`src/rtl/mux_src_pipe_reg.sv`:
```
// mux_src_pipe_reg: registered bundle stage with a 2-entry skid that feeds the 32-bit 4:1 source mux.
// Optional stall counter port (stall_cnt) is built when MUX_SRC_PIPE_STALL_CNT_EN is defined.
module mux_src_pipe_reg #(
    parameter int WIDTH = 32,
    parameter int SEL_W = 2
) (
    input  logic             clk,
    input  logic             rst_n,
    input  logic             flush,
    // Handshake: a bundle moves on a rising edge where valid & ready are both high; a
    // producer holds valid and its data until that edge, and ready never depends on valid.
    input  logic             in_valid,
    output logic             in_ready,
    input  logic [SEL_W-1:0] in_sel,
    input  logic [WIDTH-1:0] in_src0,
    input  logic [WIDTH-1:0] in_src1,
    input  logic [WIDTH-1:0] in_src2,
    input  logic [WIDTH-1:0] in_src3,
    output logic             out_valid,
    input  logic             out_ready,
    output logic [SEL_W-1:0] out_sel,
    output logic [WIDTH-1:0] out_src0,
    output logic [WIDTH-1:0] out_src1,
    output logic [WIDTH-1:0] out_src2,
    output logic [WIDTH-1:0] out_src3,
    output logic [1:0]       dbg_state_o
`ifdef MUX_SRC_PIPE_STALL_CNT_EN
    ,
    output logic [31:0]      stall_cnt
`endif
);

    // Encoding equals the number of bundles held.
    typedef enum logic [1:0] {
        ST_EMPTY = 2'd0,
        ST_FULL  = 2'd1,
        ST_SKID  = 2'd2
    } state_t;

    state_t state_q, state_d;

    logic             ld_main_in;
    logic             ld_main_skid;
    logic             ld_skid;

    logic [SEL_W-1:0] main_sel_q;
    logic [WIDTH-1:0] main_src_q [4];
    logic [SEL_W-1:0] skid_sel_q;
    logic [WIDTH-1:0] skid_src_q [4];
    logic [WIDTH-1:0] in_src     [4];

    assign in_src[0] = in_src0;
    assign in_src[1] = in_src1;
    assign in_src[2] = in_src2;
    assign in_src[3] = in_src3;

    always_ff @(posedge clk or negedge rst_n) begin
        if (!rst_n) begin
            state_q <= ST_EMPTY;
        end else begin
            state_q <= state_d;
        end
    end

    // Flush wins over every handshake: nothing is loaded and the stage empties.
    always_comb begin
        state_d      = state_q;
        ld_main_in   = 1'b0;
        ld_main_skid = 1'b0;
        ld_skid      = 1'b0;
        if (flush) begin
            state_d = ST_EMPTY;
        end else begin
            case (state_q)
                ST_EMPTY: begin
                    if (in_valid) begin
                        ld_main_in = 1'b1;
                        state_d    = ST_FULL;
                    end
                end
                ST_FULL: begin
                    if (out_ready) begin
                        if (in_valid) begin
                            ld_main_in = 1'b1;
                        end else begin
                            state_d = ST_EMPTY;
                        end
                    end else if (in_valid) begin
                        ld_skid = 1'b1;
                        state_d = ST_SKID;
                    end
                end
                ST_SKID: begin
                    if (out_ready) begin
                        ld_main_skid = 1'b1;
                        state_d      = ST_FULL;
                    end
                end
                default: begin
                    state_d = ST_EMPTY;
                end
            endcase
        end
    end

    always_ff @(posedge clk or negedge rst_n) begin
        if (!rst_n) begin
            main_sel_q <= '0;
            for (int i = 0; i < 4; i++) begin
                main_src_q[i] <= '0;
            end
        end else if (ld_main_in) begin
            main_sel_q <= in_sel;
            for (int i = 0; i < 4; i++) begin
                main_src_q[i] <= in_src[i];
            end
        end else if (ld_main_skid) begin
            main_sel_q <= skid_sel_q;
            for (int i = 0; i < 4; i++) begin
                main_src_q[i] <= skid_src_q[i];
            end
        end
    end

    always_ff @(posedge clk or negedge rst_n) begin
        if (!rst_n) begin
            skid_sel_q <= '0;
            for (int i = 0; i < 4; i++) begin
                skid_src_q[i] <= '0;
            end
        end else if (ld_skid) begin
            skid_sel_q <= in_sel;
            for (int i = 0; i < 4; i++) begin
                skid_src_q[i] <= in_src[i];
            end
        end
    end

    // Both handshake outputs decode the state flop only, so out_ready never reaches in_ready.
    assign in_ready    = (state_q != ST_SKID);
    assign out_valid   = (state_q != ST_EMPTY);
    assign out_sel     = main_sel_q;
    assign out_src0    = main_src_q[0];
    assign out_src1    = main_src_q[1];
    assign out_src2    = main_src_q[2];
    assign out_src3    = main_src_q[3];
    assign dbg_state_o = state_q;

`ifdef MUX_SRC_PIPE_STALL_CNT_EN
    logic [31:0] stall_cnt_q;

    always_ff @(posedge clk or negedge rst_n) begin
        if (!rst_n) begin
            stall_cnt_q <= '0;
        end else if (out_valid && !out_ready && (stall_cnt_q != 32'hFFFF_FFFF)) begin
            stall_cnt_q <= stall_cnt_q + 32'd1;
        end
    end

    assign stall_cnt = stall_cnt_q;
`endif

endmodule

```
`config.mk`:
```
export PLATFORM = sky130hd
export DESIGN_NAME = mux_src_pipe_reg
export DESIGN_NICKNAME = d
export VERILOG_FILES = /design/src/rtl/mux_src_pipe_reg.sv
export SDC_FILE = /design/constraint.sdc
export NUM_CORES = 1
export LEC_CHECK = 0
export BUFFER_PORTS_ARGS = -buffer_cell sky130_fd_sc_hd__buf_4
export CORE_MARGIN = 2
export CORE_UTILIZATION = 58
export DETAILED_ROUTE_END_ITERATION = 16
export PLACE_DENSITY_LB_ADDON = 0.15
export SLEW_MARGIN = 20
export SYNTH_ARGS = -nofsm -noshare
export SYNTH_HDL_FRONTEND = slang
export SYNTH_SLANG_ARGS = --single-unit
```
`constraint.sdc`:
```
create_clock -name clk -period 3.85 [get_ports clk]
set_clock_uncertainty 0.2 [all_clocks]
set_input_delay 0.9625 -clock clk [delete_from_list [all_inputs] [get_ports clk]]
set_output_delay 0.9625 -clock clk [all_outputs]
set_load 0.005 [all_outputs]
```
==> results of run 1 <==
## path summary, 6_finish.rpt
| check | from | end | cells past startpoint |
|---|---|---|---|
| max | dbg_state_o[1] | out_valid | 2 |
| max reg2reg | dbg_state_o[1] | skid_src_q[42] | 4 |
| min reg2reg | skid_src_q[105] | skid_src_q[105] | 1 |
| min in group clk | skid_src_q[105] | skid_src_q[105] | 1 |
| max in group asynchronous | rst_n | skid_src_q[96] | 2 |
| min | rst_n | out_src2[11] | 1 |
## power by group through the flow
| stage | sequential (mW) | combinational [mW] | clock [mW] |
|---|---|---|---|
| after floorplan | 4.08 | 1.30 | 0 |
| after global placement | 4.08 | 2.42 | 0 |
| after detailed placement | 4.16 | 2.53 | 0 |
| after CTS | 4.12 | 2.54 | 2.66 |
| after global routing | 4.23 | 2.69 | 2.79 |
| final | 4.12 | 2.50 | 2.60 |
## flip-flops by register name, indices dropped and copies added (netlist names)
| signal | cells |
|---|---|
| out_src3 | 32 |
| skid_src_q | 128 |
| dbg_state_o | 2 |
| out_sel | 2 |
| out_src1 | 32 |
| out_src2 | 32 |
| out_src0 | 32 |
| skid_sel_q | 2 |
## through the flow
step	hold slack, ns	setup slack [ns]	power, mW	utilization (%)	cell area [um2]
floorplan	0.252	1.39	5.38	-	11700
global placement	0.261	0.878	6.50	71.2	14000
detailed placement	0.273	0.811	6.68	71.2	14000
CTS	0.229	1.21	9.32	75.8	14900
global route	0.249	1.19	9.71	75.8	14900
finish	0.210	1.21	9.22	75.8	14900
## routing by layer
layer  global-route usage [%]  share of wire (%)  up-vias
met3                     6.03                7.1       63
li1                         -                  -     3095
met5                        0                  0        -
met1                     28.8                 39     3507
met4                     10.0                4.4        0
met2                     39.7                 49      226
## cells in the mapped netlist, drive strengths merged
cell,count
mux2,388
dfrtp,262
buf,42
a21oi,2
nand2,2
nand2b,2
inv,1
mux2i,1
nand3b,1
nor2,1
nor2b,1
nor3b,1
nor4bb,1
o21a,1
o21ai,1
o22a,1
o31a,1
o31ai,1
or2,1
## critical path, stage by stage (launching register included)
cell     delay [ns]
dfrtp_1        0.46
or2_2          0.34
buf_4          0.14
## cells by family (layout without fill, tap and decap cells)
logic type             count (synthesis)  in the layout  synth area share, %
muxes                                389            389                 40.2
buffers and inverters                 43            330                 2.79
AOI/OAI and AO/OA                      7              7                0.438
other                                  0              1                    0
DFF                                  262            262                 56.0
and+or+nand+nor                       10             10                0.630
## layout make-up
| type | instances | area, um2 |
|---|---|---|
| clock inverters | 5 | 50.0 |
| inverters | 1 | 3.75 |
| multi-input cells | 406 | 4860 |
| well taps | 265 | 332 |
| repair buffers | 281 | 2240 |
| fillers | 1212 | 4750 |
| flip-flops and latches | 262 | 6560 |
| diodes | 1 | 2.50 |
| clock buffers | 43 | 858 |
==> impl_metrics.csv, run 1 <==
group,metric,value,unit
synthesis,synth.largest_area_cell,"dfrtp_1",
route,route.vias.total,6891,
route,drc,0,
floorplan,core,19700,um2
timing,timing.final.crit_share,68.6,%
setup_path,worstPathRequired,2.69,ns
layout,layout_commonest_cell,"buf_4",
synthesis,netlist_area,11700,um2
route,drtPass1Iterations,4,
setup_path,arrival,1.48,ns
layout,layout_common_cells,"buf_4 (270), dfrtp_1 (262), mux2_2 (236)",
synthesis,synthTopCellsByArea,"dfrtp_1 (56%), mux2_2 (23%), mux2_4 (11%)",
timing,fmax,378,MHz
timing,setup_violations,0,
synthesis,avgSynthCellArea,16.5,um2
global_routing,antenna_found_initial,1,
route,wl_per_cell,19.7,um
layout,area_growth,27.2,%
clock_network,clock_sinks,262,
setup_path,cp_max_fo,8,
layout,instances_no_fill,1264,
floorplan,ios,269,
placement,io_buffers,268,
hold_path,hp-class,"primary input to async pin",
synthesis,yosysWarnings,0,
pwr,power.share.clock,28.2,%
pwr,p_seq_share,44.6,%
layout,nets,1115,
clock_network,cts_setup_buffers,0,
timing,drv_slew,0,
clock_network,clock_path_buffers,3,
clock_network,cts_root_buf,"clkbuf_16",
run_status,outcome,"completed",
timing,setup_tns,0,ns
timing,hold_viol,0,
synthesis,synth.distinct_cells,26,
synthesis,yosysSeqAreaShare,56.0,%
placement,place_congestion,0.802,
floorplan,fp.dieW,146,um
pwr,internal-power,6.90,mW
pwr,switchingPower,2.32,mW
route,drt-total-wl,24900,um
run,maxCapViolCount,0,
floorplan,die_h,146,um
placement,dp_cells,1215,
layout,layout-drive-gt1-share,65.4,%
global_routing,grt_overflow_total,0,
route,detail-route-antenna-nets,0,
clock_network,cts_buffers,28,
clock_network,cts_max_level,1,
global_routing,grt_pass1_wl,40700,um
route,vias_per_cell,5.45,
timing,min_period,2.64,ns
placement,post-dp-hpwl,17300,um
setup_path,rrSetupSlack,1.37,ns
clock_network,cts_tree,"built",
setup_path,start_kind,"flip-flop",
pwr,vdd_drop_max,0.456,mV
timing,tightest_slew,0.668,ns
synthesis,yosysTopAreaCellShare,56.0,%
global_routing,grt_max_degree,77,
setup_path,endpoint_kind,"primary output",
setup_path,crit_type,"flip-flop to primary output",
timing,slew_headroom,55.4,%
pwr,p_leak,7.12,nW
synthesis,synth-seq-cells,262,
pwr,p_comb_share,27.1,%
pwr,p_per_area,619,nW/um2
pwr,power.share.switching,25.2,%
floorplan,start_util,59.6,%
clock_network,hold_buffers,0,
synthesis,synth_cells,711,
floorplan,rows,51,
clock_network,clkLatencyLatePin,0.53,ns
global_routing,track_usage,23.5,%
global_routing,grt_pass1_vias,7712,
timing,rsz0062_at_grt,"false",
clock_network,cts_resized,0,
clock_network,clk_pin_slew,0.06,ns
synthesis,syn_nets,846,
floorplan,dieArea,21400,um2
route,drtIter0Drc,197,
Note: power is estimated with default switching activity, not from simulation.
==> run 2, diff against run 1 <==
Settings changed: CORE_UTILIZATION 58 to 49.
Clock period 3.85 ns to 2.31 ns, I/O delays scaled along.
==> run 2 against run 1 <==
  * Worst hold slack got worse by 0.15 ns
  * Critical path depth increased by 1
  * Clock power increased by 67%
  * Sequential share of layout area decreased by 1.2 points
  * Register-to-register slack got worse by 1.2 ns
  * Cell count increased by 6.5%
  * Combinational power increased by 66%
  * Global-route usage decreased by 4.6 points
  * Non-clock buffer count increased by 27
==> impl_metrics.csv, run 2 (same netlist as run 1, synthesis figures left out) <==
group,metric,value,unit
layout,n_antenna_cell,0,
route,vias_per_cell,5.10,
placement,place_congestion,0.754,
floorplan,fp.dieW,159,um
timing,timing.final.crit_share,98.1,%
timing,tightest_slew,0.467,ns
timing,hold_viol,0,
layout,instances_no_fill,1346,
floorplan,die_h,159,um
setup_path,rr_worst_depth,6,
layout,layout_common_cells,"buf_4 (282), dfrtp_1 (262), mux2_2 (236)",
timing,timing.hold.ws,0.0621,ns
global_routing,grt_max_degree,51,
run_status,outcome,"completed",
clock_network,cts_max_level,1,
layout,area_growth,30.8,%
setup_path,start_kind,"flip-flop",
timing,setup_violations,0,
pwr,p_per_area,998,nW/um2
route,drtPass1Iterations,4,
setup_path,endpoint_kind,"primary output",
floorplan,dieArea,25200,um2
timing,slew_headroom,68.9,%
layout,layout_commonest_cell,"buf_4",
hold_path,hold-path-cell-count,2,
global_routing,antenna_found_initial,0,
global_routing,grt_pass1_vias,7121,
route,drt-total-wl,23900,um
pwr,vdd_drop_max,0.728,mV
clock_network,cts_buffers,29,
layout,regMostFlops,"skid_src_q",
clock_network,cts_setup_buffers,0,
setup_path,crit_slowest_cell,"dfrtp_1",
floorplan,core,23500,um2
clock_network,cts_root_buf,"clkbuf_16",
route,detail-route-antenna-nets,0,
route,route.vias.total,6864,
layout,fillers,1755,
timing,rsz0062_at_grt,"false",
layout,largest_reg_flops,128,
global_routing,grt_pass1_wl,37600,um
clock_network,clock_sinks,262,
global_routing,grt_overflow_total,0,
setup_path,worstPathRequired,1.53,ns
timing,drv_slew,0,
placement,io_buffers,268,
placement,dp_cells,1295,
layout,layout-drive-gt1-share,65.7,%
clock_network,cts_tree,"built",
run,maxCapViolCount,0,
placement,post-dp-hpwl,17200,um
clock_network,clock_path_buffers,3,
clock_network,clk_pin_slew,0.06,ns
timing,fmax,441,MHz
setup_path,arrival,1.49,ns
clock_network,clkLatencyLatePin,0.53,ns
route,drc,0,
timing,min_period,2.27,ns
hold_path,hp-class,"primary input to flip-flop",
floorplan,rows,56,
setup_path,worstPathCellList,"buf_6 -> or2_2 -> buf_4",
global_routing,track_usage,18.9,%
setup_path,crit_type,"flip-flop to primary output",
pwr,p_leak,7.29,nW
route,drtIter0Drc,206,
route,wl_per_cell,17.8,um
setup_path,cp_max_fo,7,
floorplan,ios,269,
floorplan,start_util,49.9,%
layout,nets,1143,
setup_path,cpPeakStageDelay,0.40,ns
[run 2: cell count changes in the layout (fill, tap and decap cells not counted), sizes merged]
| cell | change |
|---|---|
| buf | +26 |
| clkbuf | +3 |
| clkinv | -3 |
| inv | +2 |
| diode | -1 |
| dlygate4sd3 | +1 |
[run 2: stage by stage]
step,utilization (%),TNS (ns),cell area [um2],power [mW],setup WS (ns)
3_3_place_gp,61.4,-5.47,14400,11.0,-0.0647
6_report,65.3,0,15300,15.3,0.0439
3_5_place_dp,61.4,-8.40,14400,11.1,-0.0697
2_1_floorplan,-,0,11700,8.96,0.236
4_1_cts,65.3,0,15300,15.5,0.00101
5_1_grt,65.3,0,15300,16.2,0.00223
[run 2: what timing repair did]
| action | CTS | global route |
|---|---|---|
| endpoints found under the setup margin | 0 | 1 |
| hold buffers | 1 | 0 |
| endpoints found under the hold margin | 43 | 0 |
| gates resized for setup | 0 | 1 |
[run 2: where the power goes]
group          switching (mW)  leakage [nW]  internal, mW
Sequential              0.752          3.20          6.06
Clock                    1.75         0.435          2.58
Combinational            1.29          3.65          2.86
[run 2: worst max-delay path: cells and delay by family, from the launching register on]
kind	cells	cell delay, ns
DFF	1	0.40
buffers and inverters	2	0.28
and+or+nand+nor	1	0.28
[run 2: final cells by class]
type	instances	area, um2	area share (%)
repair buffers	308	2610	17.1
inverters	1	3.75	0.0245
flip-flops and latches	262	6560	42.8
well taps	319	399	2.60
clock buffers	46	840	5.48
multi-input cells	406	4860	31.7
clock inverters	4	52.6	0.343
[run 2: final timing paths]
check,to,start,slack [ns]
worst min-delay path,skid_src_q[113],in_src0[17],0.06
min in group asynchronous,out_src2[8],rst_n,0.37
worst min register to register,skid_src_q[116],skid_src_q[116],0.28
worst max register to register,skid_src_q[52],dbg_state_o[1],0.19
max in group asynchronous,skid_src_q[77],rst_n,0.92
worst max-delay path,out_valid,dbg_state_o[1],0.04
[run 2: metal layers]
| layer | routed length, um | track usage, % | vias up |
|---|---|---|---|
| met1 | 10100 | 24.2 | 3489 |
| li1 | - | - | 3162 |
| met2 | 11500 | 31.4 | 178 |
| met4 | 568 | 4.93 | 0 |
| met3 | 1770 | 5.72 | 35 |
| met5 | 0 | 0 | - |
